<file path="src/rtl/fetch_sequencer.sv">
// fetch_sequencer
// Multi-cycle controller that steps a single-cycle datapath against a
// synchronous instruction memory. Each instruction goes through
// FETCH -> WAIT (MEM_LAT cycles) -> EXEC. The EXEC cycle raises commit,
// which enables the register-file write and the PC advance.
//
// Ports:
//   clk        system clock, rising edge
//   rst        asynchronous active-low reset
//   run        level; instructions execute back to back while high
//   step       one-cycle pulse; executes exactly one instruction from IDLE
//   imem_addr  word address to instruction memory (pc[ADDR_W+1:2])
//   imem_rd    read strobe, high only in FETCH
//   imem_data  instruction memory read data
//   pc_load    redirect request from the datapath, sampled in EXEC
//   pc_target  redirect target, sampled in EXEC
//   pc         current PC
//   instr      latched instruction, held until the next latch
//   commit     high for the EXEC cycle only
//   busy       high in FETCH, WAIT and EXEC
//   halted     high in HALT
//   fault      sticky; set by a misaligned redirect
//   retired    count of committed instructions (wraps)

module fetch_sequencer #(
  parameter int          ADDR_W   = 8,
  parameter int          MEM_LAT  = 1,
  parameter logic [31:0] RESET_PC = 32'h0000_0000
) (
  input  logic              clk,
  input  logic              rst,
  input  logic              run,
  input  logic              step,
  output logic [ADDR_W-1:0] imem_addr,
  output logic              imem_rd,
  input  logic [31:0]       imem_data,
  input  logic              pc_load,
  input  logic [31:0]       pc_target,
  output logic [31:0]       pc,
  output logic [31:0]       instr,
  output logic              commit,
  output logic              busy,
  output logic              halted,
  output logic              fault,
  output logic [31:0]       retired
);

  localparam logic [2:0] S_IDLE  = 3'd0;
  localparam logic [2:0] S_FETCH = 3'd1;
  localparam logic [2:0] S_WAIT  = 3'd2;
  localparam logic [2:0] S_EXEC  = 3'd3;
  localparam logic [2:0] S_HALT  = 3'd4;

  localparam logic [31:0] NOP    = 32'h0000_0013;
  localparam logic [31:0] EBREAK = 32'h0010_0073;
  localparam logic [2:0]  LAT    = 3'(MEM_LAT);

  logic [2:0] state;
  logic [2:0] next_state;
  logic [2:0] wait_cnt;
  logic       misaligned;

  // A redirect to a non-word-aligned target stops the machine instead of
  // updating the PC.
  assign misaligned = pc_load && (pc_target[1:0] != 2'b00);

  assign imem_addr = pc[ADDR_W+1:2];
  assign imem_rd   = (state == S_FETCH);
  assign commit    = (state == S_EXEC);
  assign busy      = (state == S_FETCH) || (state == S_WAIT) || (state == S_EXEC);
  assign halted    = (state == S_HALT);

  // Next-state logic. run wins over step in IDLE, and step is simply not
  // looked at in any other state, so pulses outside IDLE are dropped.
  always_comb begin
    next_state = state;
    case (state)
      S_IDLE:  if (run || step) next_state = S_FETCH;
      S_FETCH: next_state = S_WAIT;
      S_WAIT:  if (wait_cnt == 3'd1) next_state = S_EXEC;
      S_EXEC: begin
        if (instr == EBREAK || misaligned) next_state = S_HALT;
        else if (run)                      next_state = S_FETCH;
        else                               next_state = S_IDLE;
      end
      S_HALT:  next_state = S_HALT;
      default: next_state = S_IDLE;
    endcase
  end

  // State, wait counter, instruction latch, PC, fault and retire counter.
  // The instruction is captured in the last WAIT cycle, when the memory
  // data for the FETCH address has just become valid, so it is stable for
  // the whole EXEC cycle. PC only moves at the end of EXEC.
  always_ff @(posedge clk or negedge rst) begin
    if (!rst) begin
      state    <= S_IDLE;
      wait_cnt <= 3'd0;
      instr    <= NOP;
      pc       <= RESET_PC;
      fault    <= 1'b0;
      retired  <= 32'd0;
    end else begin
      state <= next_state;
      case (state)
        S_FETCH: wait_cnt <= LAT;
        S_WAIT: begin
          wait_cnt <= wait_cnt - 3'd1;
          if (wait_cnt == 3'd1) instr <= imem_data;
        end
        S_EXEC: begin
          retired <= retired + 32'd1;
          if (instr != EBREAK) begin
            if (misaligned)   fault <= 1'b1;
            else if (pc_load) pc    <= pc_target;
            else              pc    <= pc + 32'd4;
          end
        end
        default: ;
      endcase
    end
  end

endmodule
</file>
<file path="config.mk">
export PLATFORM = sky130hd
export DESIGN_NAME = fetch_sequencer
export DESIGN_NICKNAME = d
export VERILOG_FILES = /design/src/rtl/fetch_sequencer.sv
export SDC_FILE = /design/constraint.sdc
export NUM_CORES = 1
export LEC_CHECK = 0
export BUFFER_PORTS_ARGS = -buffer_cell sky130_fd_sc_hd__buf_2
export CAP_MARGIN = 10
export CORE_UTILIZATION = 51
export DETAILED_ROUTE_END_ITERATION = 7
export PLACE_DENSITY = 0.9
export SLEW_MARGIN = 20
export SYNTH_ARGS = -nofsm -noshare
export SYNTH_HDL_FRONTEND = slang
export SYNTH_SLANG_ARGS = --single-unit
</file>
<file path="constraint.sdc">
create_clock -name clk -period 2.03 [get_ports clk]
set_input_delay 0.3045 -clock clk [delete_from_list [all_inputs] [get_ports clk]]
set_output_delay 0.3045 -clock clk [all_outputs]
set_load 0.02 [all_outputs]
</file>
==> results.py, run 1 <==
metrics = {
    "floorplanning": {
        "dieArea_mm2": 0.0106,
        "die_x_um": 103,
        "io_pins": 178,
        "rows": 36,
        "start_util_pct": 53.0,
        "die_h_um": 103,
        "core_area_mm2": 0.00982,
    },
    "routing": {
        "drt-pass1-iter-count": 5,
        "wl_per_cell_um": 17.0,
        "drtAntennaViolNets": 0,
        "vias": 4712,
        "routed_wl_mm": 13.8,
        "drtIter0Drc": 202,
        "drc": 0,
        "vias_per_cell": 5.82,
    },
    "placed_design": {
        "place_area_mm2": 0.00630,
        "finalWeightedCongestion": 0.921,
        "preCtsSetupSlack_ns": -0.00158,
        "io_buffers": 177,
        "post-dp-hpwl_mm": 10.2,
    },
    "sta": {
        "period_needed_ns": 1.95,
        "setup_viol": 0,
        "fmax_mhz": 512,
        "rsz0062_at_grt": "true",
        "min_period_over_period_pct": 96.1,
        "worst_pin_slew_ns": 0.482,
        "final-hold-violation-count": 0,
        "slew_viol_final": 0,
        "slew_headroom_pct": 67.6,
        "fin_worst_skew_ns": 0.00866,
        "setup_slack_ns": 0.0787,
    },
    "critical_path": {
        "cp-end-kind": "flop",
        "worstPathRequired_ns": 2.33,
        "r2r_slack_ns": 0.08,
        "reg2reg_from": "instr[4]",
        "path_class": "reg -> reg",
        "cp-start-kind": "flop",
        "r2r-end": "pc[27]",
        "worstPathMaxFanout": 16,
        "arrival_ns": 2.25,
        "reg2regPathDepth": 6,
    },
    "pwr": {
        "power.total_uw": 9090,
        "power_density_mw_per_mm2": 1370,
        "ir_worst_vdd_mv": 0.954,
        "p_leak_uw": 0.00322,
    },
    "yosys": {
        "ys_seq_area_share_pct": 49.6,
        "synth-edff-count": 0,
        "synth_nets": 560,
        "synth.distinct_cells": 60,
        "yosysWarnings": 0,
        "async_flop_share_pct": 100,
        "ys.flop_type": "dfrtp_1",
        "netlist_instances": 487,
        "syn_avg_cell_area_um2": 10.7,
        "synth_seq_cells": 103,
        "synth_area_mm2": 0.00520,
    },
    "layout": {
        "drive_gt1_share_pct": 42.5,
        "layout_common_cells": "buf_2 (176), dfrtp_1 (100), mux2_2 (33), a21oi_1 (33), nand3_1 (29)",
        "final_common_cell": "buf_2",
        "syn_to_final_growth_pct": 27.3,
        "post-route-util_pct": 67.5,
        "post-route-cell-area_mm2": 0.00663,
        "final_nets": 745,
        "diodes": 0,
        "n_fill_cell": 762,
    },
    "clock_network": {
        "max-clock-path-buffers": 2,
        "cts_tree": "built",
        "h-tree-depth": 3,
        "cts.clk_slew.worst_paths_ns": 0.10,
        "clock_sinks": 103,
        "clock_latency_ns": 0.37,
        "cts_inserted_buffers": 9,
        "cts_root_buf": "clkbuf_8",
    },
    "flow_run": {
        "maxCapViolCount": 0,
    },
    "min_path": {
        "hold_path_startpoint": "imem_data[0]",
        "min_path_type": "in -> reg",
        "hold_end": "instr[0]",
        "hold_depth": 2,
    },
    "grt": {
        "gr-usage-all-layers_pct": 26.6,
        "grt_start_max_net_pins": 46,
        "grt_pass1_vias": 4508,
        "grt-ovfl-total": 0,
        "grt_antenna_before_repair": 1,
        "grt_first_pass_wirelength_mm": 21.7,
    },
    "outcome": {
        "status": "finished clean",
    },
}
metal layers:
| metal | wire length, µm | track usage, % | part of all wire, % | vias up |
|---|---|---|---|---|
| li1 | - | - | - | 2168 |
| met1 | 5720 | 34.0 | 42 | 2299 |
| met2 | 6760 | 43.7 | 49 | 218 |
| met3 | 988 | 5.97 | 7.2 | 27 |
| met4 | 290 | 11.3 | 2.1 | 0 |
| met5 | 0 | 0 | 0 | - |
cells by family after synthesis:
family                   count (synthesis)  share of synthesized area (%)
AO/OA/AOI/OAI                          118                           14.8
XOR/XNOR                                32                           5.39
adder cells (fa/ha/maj)                  4                          0.962
buffers and inverters                   44                           4.83
flip-flops                             103                           49.6
multiplexers                            34                           7.33
AND/OR/NAND/NOR                        152                           17.1
metrics by stage:
step / std cells / hold slack [ns] / setup TNS (ns)
global placement: 790 / 0.240 / 0
detailed placement: 790 / 0.253 / -0.00158
global route: 810 / 0.145 / -0.0541
finish: 810 / 0.155 / 0
floorplan: 487 / 0.00891 / 0
CTS: 807 / 0.145 / 0
worst max-delay path: stages, from the launching register on:
cell	delay [ns]
dfstp_2	0.55
nor4bb_2	0.33
nand4_1	0.21
o2111ai_2	0.25
buf_4	0.26
o22ai_1	0.12
a21oi_1	0.15
worst max-delay path by stage:
stage | from | to
finish | instr[4] | pc[27]
global route | instr[4] | pc[30]
CTS | instr[0] | pc[12]
detailed placement | instr[4] | pc[30]
global placement | instr[4] | pc[4]
floorplan | pc[5] | pc[31]
cell usage after synthesis, drive strengths merged (3+ instances only):
cell,n,area (µm²)
o21a,3,22.5
dfrtp,100,2500
a21o,7,52.6
a2bb2oi,3,26.3
a31o,7,61.3
inv,10,37.5
xnor2,25,219
nor3,13,97.6
and2,6,37.5
buf,27,186
nand4,22,144
a21oi,34,174
xor2,7,61.3
mux2,33,372
nor2,20,75.1
clkbuf,7,27.5
o21bai,4,30.0
and4,6,52.6
nand2,25,104
nand3,29,145
dfstp,3,78.8
and3,9,56.3
a41o,3,30.0
nor4,7,58.8
ha,4,50.1
o21ai,22,121
o22ai,23,144
where the power goes:
part           total, µW  switching [µW]  internal, µW
combinational       4030            2290          1740
sequential          3490             745          2740
clock               1570             722           849
final cells by class:
type / count / area, µm² / share of cell area (%)
repair buffers: 208 / 1170 / 17.7
inverters: 10 / 37.5 / 0.567
well taps: 133 / 166 / 2.51
flip-flops and latches: 103 / 2580 / 39.0
clock inverters: 6 / 108 / 1.62
multi-input cells: 340 / 2420 / 36.5
clock buffers: 10 / 138 / 2.08
timing repair:
action | CTS | global route
hold endpoints to repair | 23 | 0
endpoints found under the setup margin | 12 | 26
hold buffers | 1 | 0
pin swaps | 0 | 3
buffers inserted | 0 | 3
gates resized for setup | 1 | 7
sequential cells by signal (all words and copies together) (netlist names):
name / flops
pc: 32
state: 3
instr: 32
retired: 32
wait_cnt: 3
fault: 1
Power figures use the tool's default switching activity.
==> run 2: changes to the inputs <==
SETUP_SLACK_MARGIN = 0.5   (was unset)
==> run 2 against run 1 <==
Net effect:
- the run now ends with negative setup slack left
- critical path depth grew 2
- die area is the same
- utilization grew 13 points
- clock-buffer cell count is the same
- global-route usage grew 3.8 points
- via count grew 13%
- sequential share of layout area shrank 6.1 points
- non-clock buffer count grew 41
- sequential power grew 5.7%
- cell area grew 20%
- combinational power grew 32%
- maximum frequency shrank 8.2%
- critical path type unchanged
- highest routed layer unchanged
==> results.py, run 2 (synthesis results as in run 1) <==
metrics = {
    "outcome": {
        "status": "finished, violations left",
        "violations": "negative setup slack",
    },
    "critical_path": {
        "worst-path-buf-inv": 3,
        "max_stage_delay_ns": 0.46,
        "critPathTopFamily": "simple AND/OR/NAND/NOR gates",
        "cp-end-kind": "flop",
        "cp_cell_sequence": "nor4b_1 -> nand4_1 -> o2111ai_4 -> buf_6 -> buf_12 -> buf_16 -> o22ai_2 -> a21oi_1",
        "worstPathMaxFanout": 6,
        "path_class": "reg -> reg",
        "arrival_ns": 2.42,
        "cp-start-kind": "flop",
        "slowest_stage": "nor4b_1",
        "worstPathRequired_ns": 2.32,
    },
    "clock_network": {
        "clock_sinks": 103,
        "cts_tree": "built",
        "clock_latency_ns": 0.38,
        "cts_inserted_buffers": 9,
        "max-clock-path-buffers": 2,
        "cts_root_buf": "clkbuf_8",
        "h-tree-depth": 3,
        "cts.clk_slew.worst_paths_ns": 0.11,
    },
    "placed_design": {
        "finalWeightedCongestion": 0.901,
        "dp_cells": 781,
        "preCtsSetupSlack_ns": 0.0161,
        "place_area_mm2": 0.00638,
        "io_buffers": 177,
        "post-dp-hpwl_mm": 9.99,
    },
    "sta": {
        "setup_tns_ns": -1.34,
        "slew_viol_final": 0,
        "final-hold-violation-count": 0,
        "fin_worst_skew_ns": 0.0148,
        "period_needed_ns": 2.12,
        "setup_slack_ns": -0.0949,
        "fmax_mhz": 471,
        "min_period_over_period_pct": 105,
        "slew_headroom_pct": 65.5,
        "setup_viol": 28,
        "worst_pin_slew_ns": 0.515,
        "rsz0062_at_grt": "true",
    },
    "grt": {
        "grt-ovfl-total": 0,
        "grt_pass1_vias": 4912,
        "grt_first_pass_wirelength_mm": 24.4,
        "grt_start_max_net_pins": 55,
        "grt_antenna_before_repair": 1,
        "gr-usage-all-layers_pct": 30.4,
    },
    "routing": {
        "vias": 5337,
        "drt-pass1-iter-count": 5,
        "drc": 0,
        "drtAntennaViolNets": 0,
        "vias_per_cell": 6.26,
        "drtIter0Drc": 277,
        "routed_wl_mm": 18.8,
        "wl_per_cell_um": 22.0,
    },
    "layout": {
        "syn_to_final_growth_pct": 52.2,
        "final_nets": 786,
        "layout_common_cells": "buf_2 (172), dfrtp_1 (83), buf_4 (36), mux2_4 (30), buf_6 (26)",
        "drive_gt1_share_pct": 59.7,
        "post-route-cell-area_mm2": 0.00792,
        "reg.largest.list": "instr: 32 flops, pc: 32 flops, retired: 32 flops",
        "final_common_cell": "buf_2",
        "layout.cells.non_filler": 852,
    },
    "pwr": {
        "ir_worst_vdd_mv": 1.13,
        "power_density_mw_per_mm2": 1340,
        "p_leak_uw": 0.00392,
    },
    "floorplanning": {
        "rows": 36,
        "start_util_pct": 53.0,
        "io_pins": 178,
        "dieArea_mm2": 0.0106,
        "die_x_um": 103,
        "core_area_mm2": 0.00982,
        "die_h_um": 103,
    },
    "flow_run": {
        "maxCapViolCount": 0,
    },
    "min_path": {
        "min_path_type": "in -> reg",
    },
}
run 2: area by class of cell:
type | instances | area (µm²)
multi-input combinational | 340 | 3120
sequential | 103 | 2600
fill | 579 | 1900
timing repair buffer | 249 | 1750
tap | 133 | 166
clock buffer | 10 | 138
clock inverter | 6 | 108
inverter | 10 | 40.0
antenna | 1 | 2.50
run 2: repair_timing:
action / in CTS / in global routing
gates cloned: 5 / 1
endpoints found under the setup margin: 91 / 91
gates resized for setup: 60 / 115
endpoints found under the hold margin: 28 / 0
hold buffers: 1 / 0
buffers inserted: 30 / 17
pin swaps: 23 / 42
run 2: report_power, final:
part | switching (µW) | internal, µW
clock | 730 | 849
sequential | 925 | 2760
combinational | 2780 | 2560
total | 4430 | 6170
run 2: per-layer routing:
| layer | up-vias | share of wire [%] | wire [µm] | GRT usage [%] |
|---|---|---|---|---|
| met5 | - | 0 | 0 | 0 |
| met4 | 0 | 4.9 | 926 | 15.7 |
| met3 | 90 | 9.8 | 1830 | 6.78 |
| met2 | 372 | 51 | 9480 | 52.4 |
| met1 | 2621 | 35 | 6530 | 35.5 |
| li1 | 2254 | - | - | - |
run 2: final timing paths:
check | startpoint | to | slack (ns) | depth (start not counted)
max in group asynchronous | rst | instr[1] | 0.95 | 3
min in group asynchronous | rst | retired[15] | 0.39 | 2
min reg2reg | retired[31] | retired[31] | 0.48 | 1
max reg2reg | instr[15] | pc[19] | -0.09 | 8
max | instr[15] | pc[19] | -0.09 | 8
min | imem_data[2] | instr[2] | 0.16 | 2
run 2: through the flow:
| step | util (%) | power [µW] | hold slack (ns) |
|---|---|---|---|
| 4_1_cts | 73.8 | 9620 | 0.152 |
| 3_5_place_dp | 65.0 | 7490 | 0.260 |
| 3_3_place_gp | 65.0 | 7300 | 0.251 |
| 6_report | 80.7 | 10600 | 0.159 |
| 2_1_floorplan | - | 6230 | 0.00891 |
| 5_1_grt | 80.7 | 11000 | 0.152 |
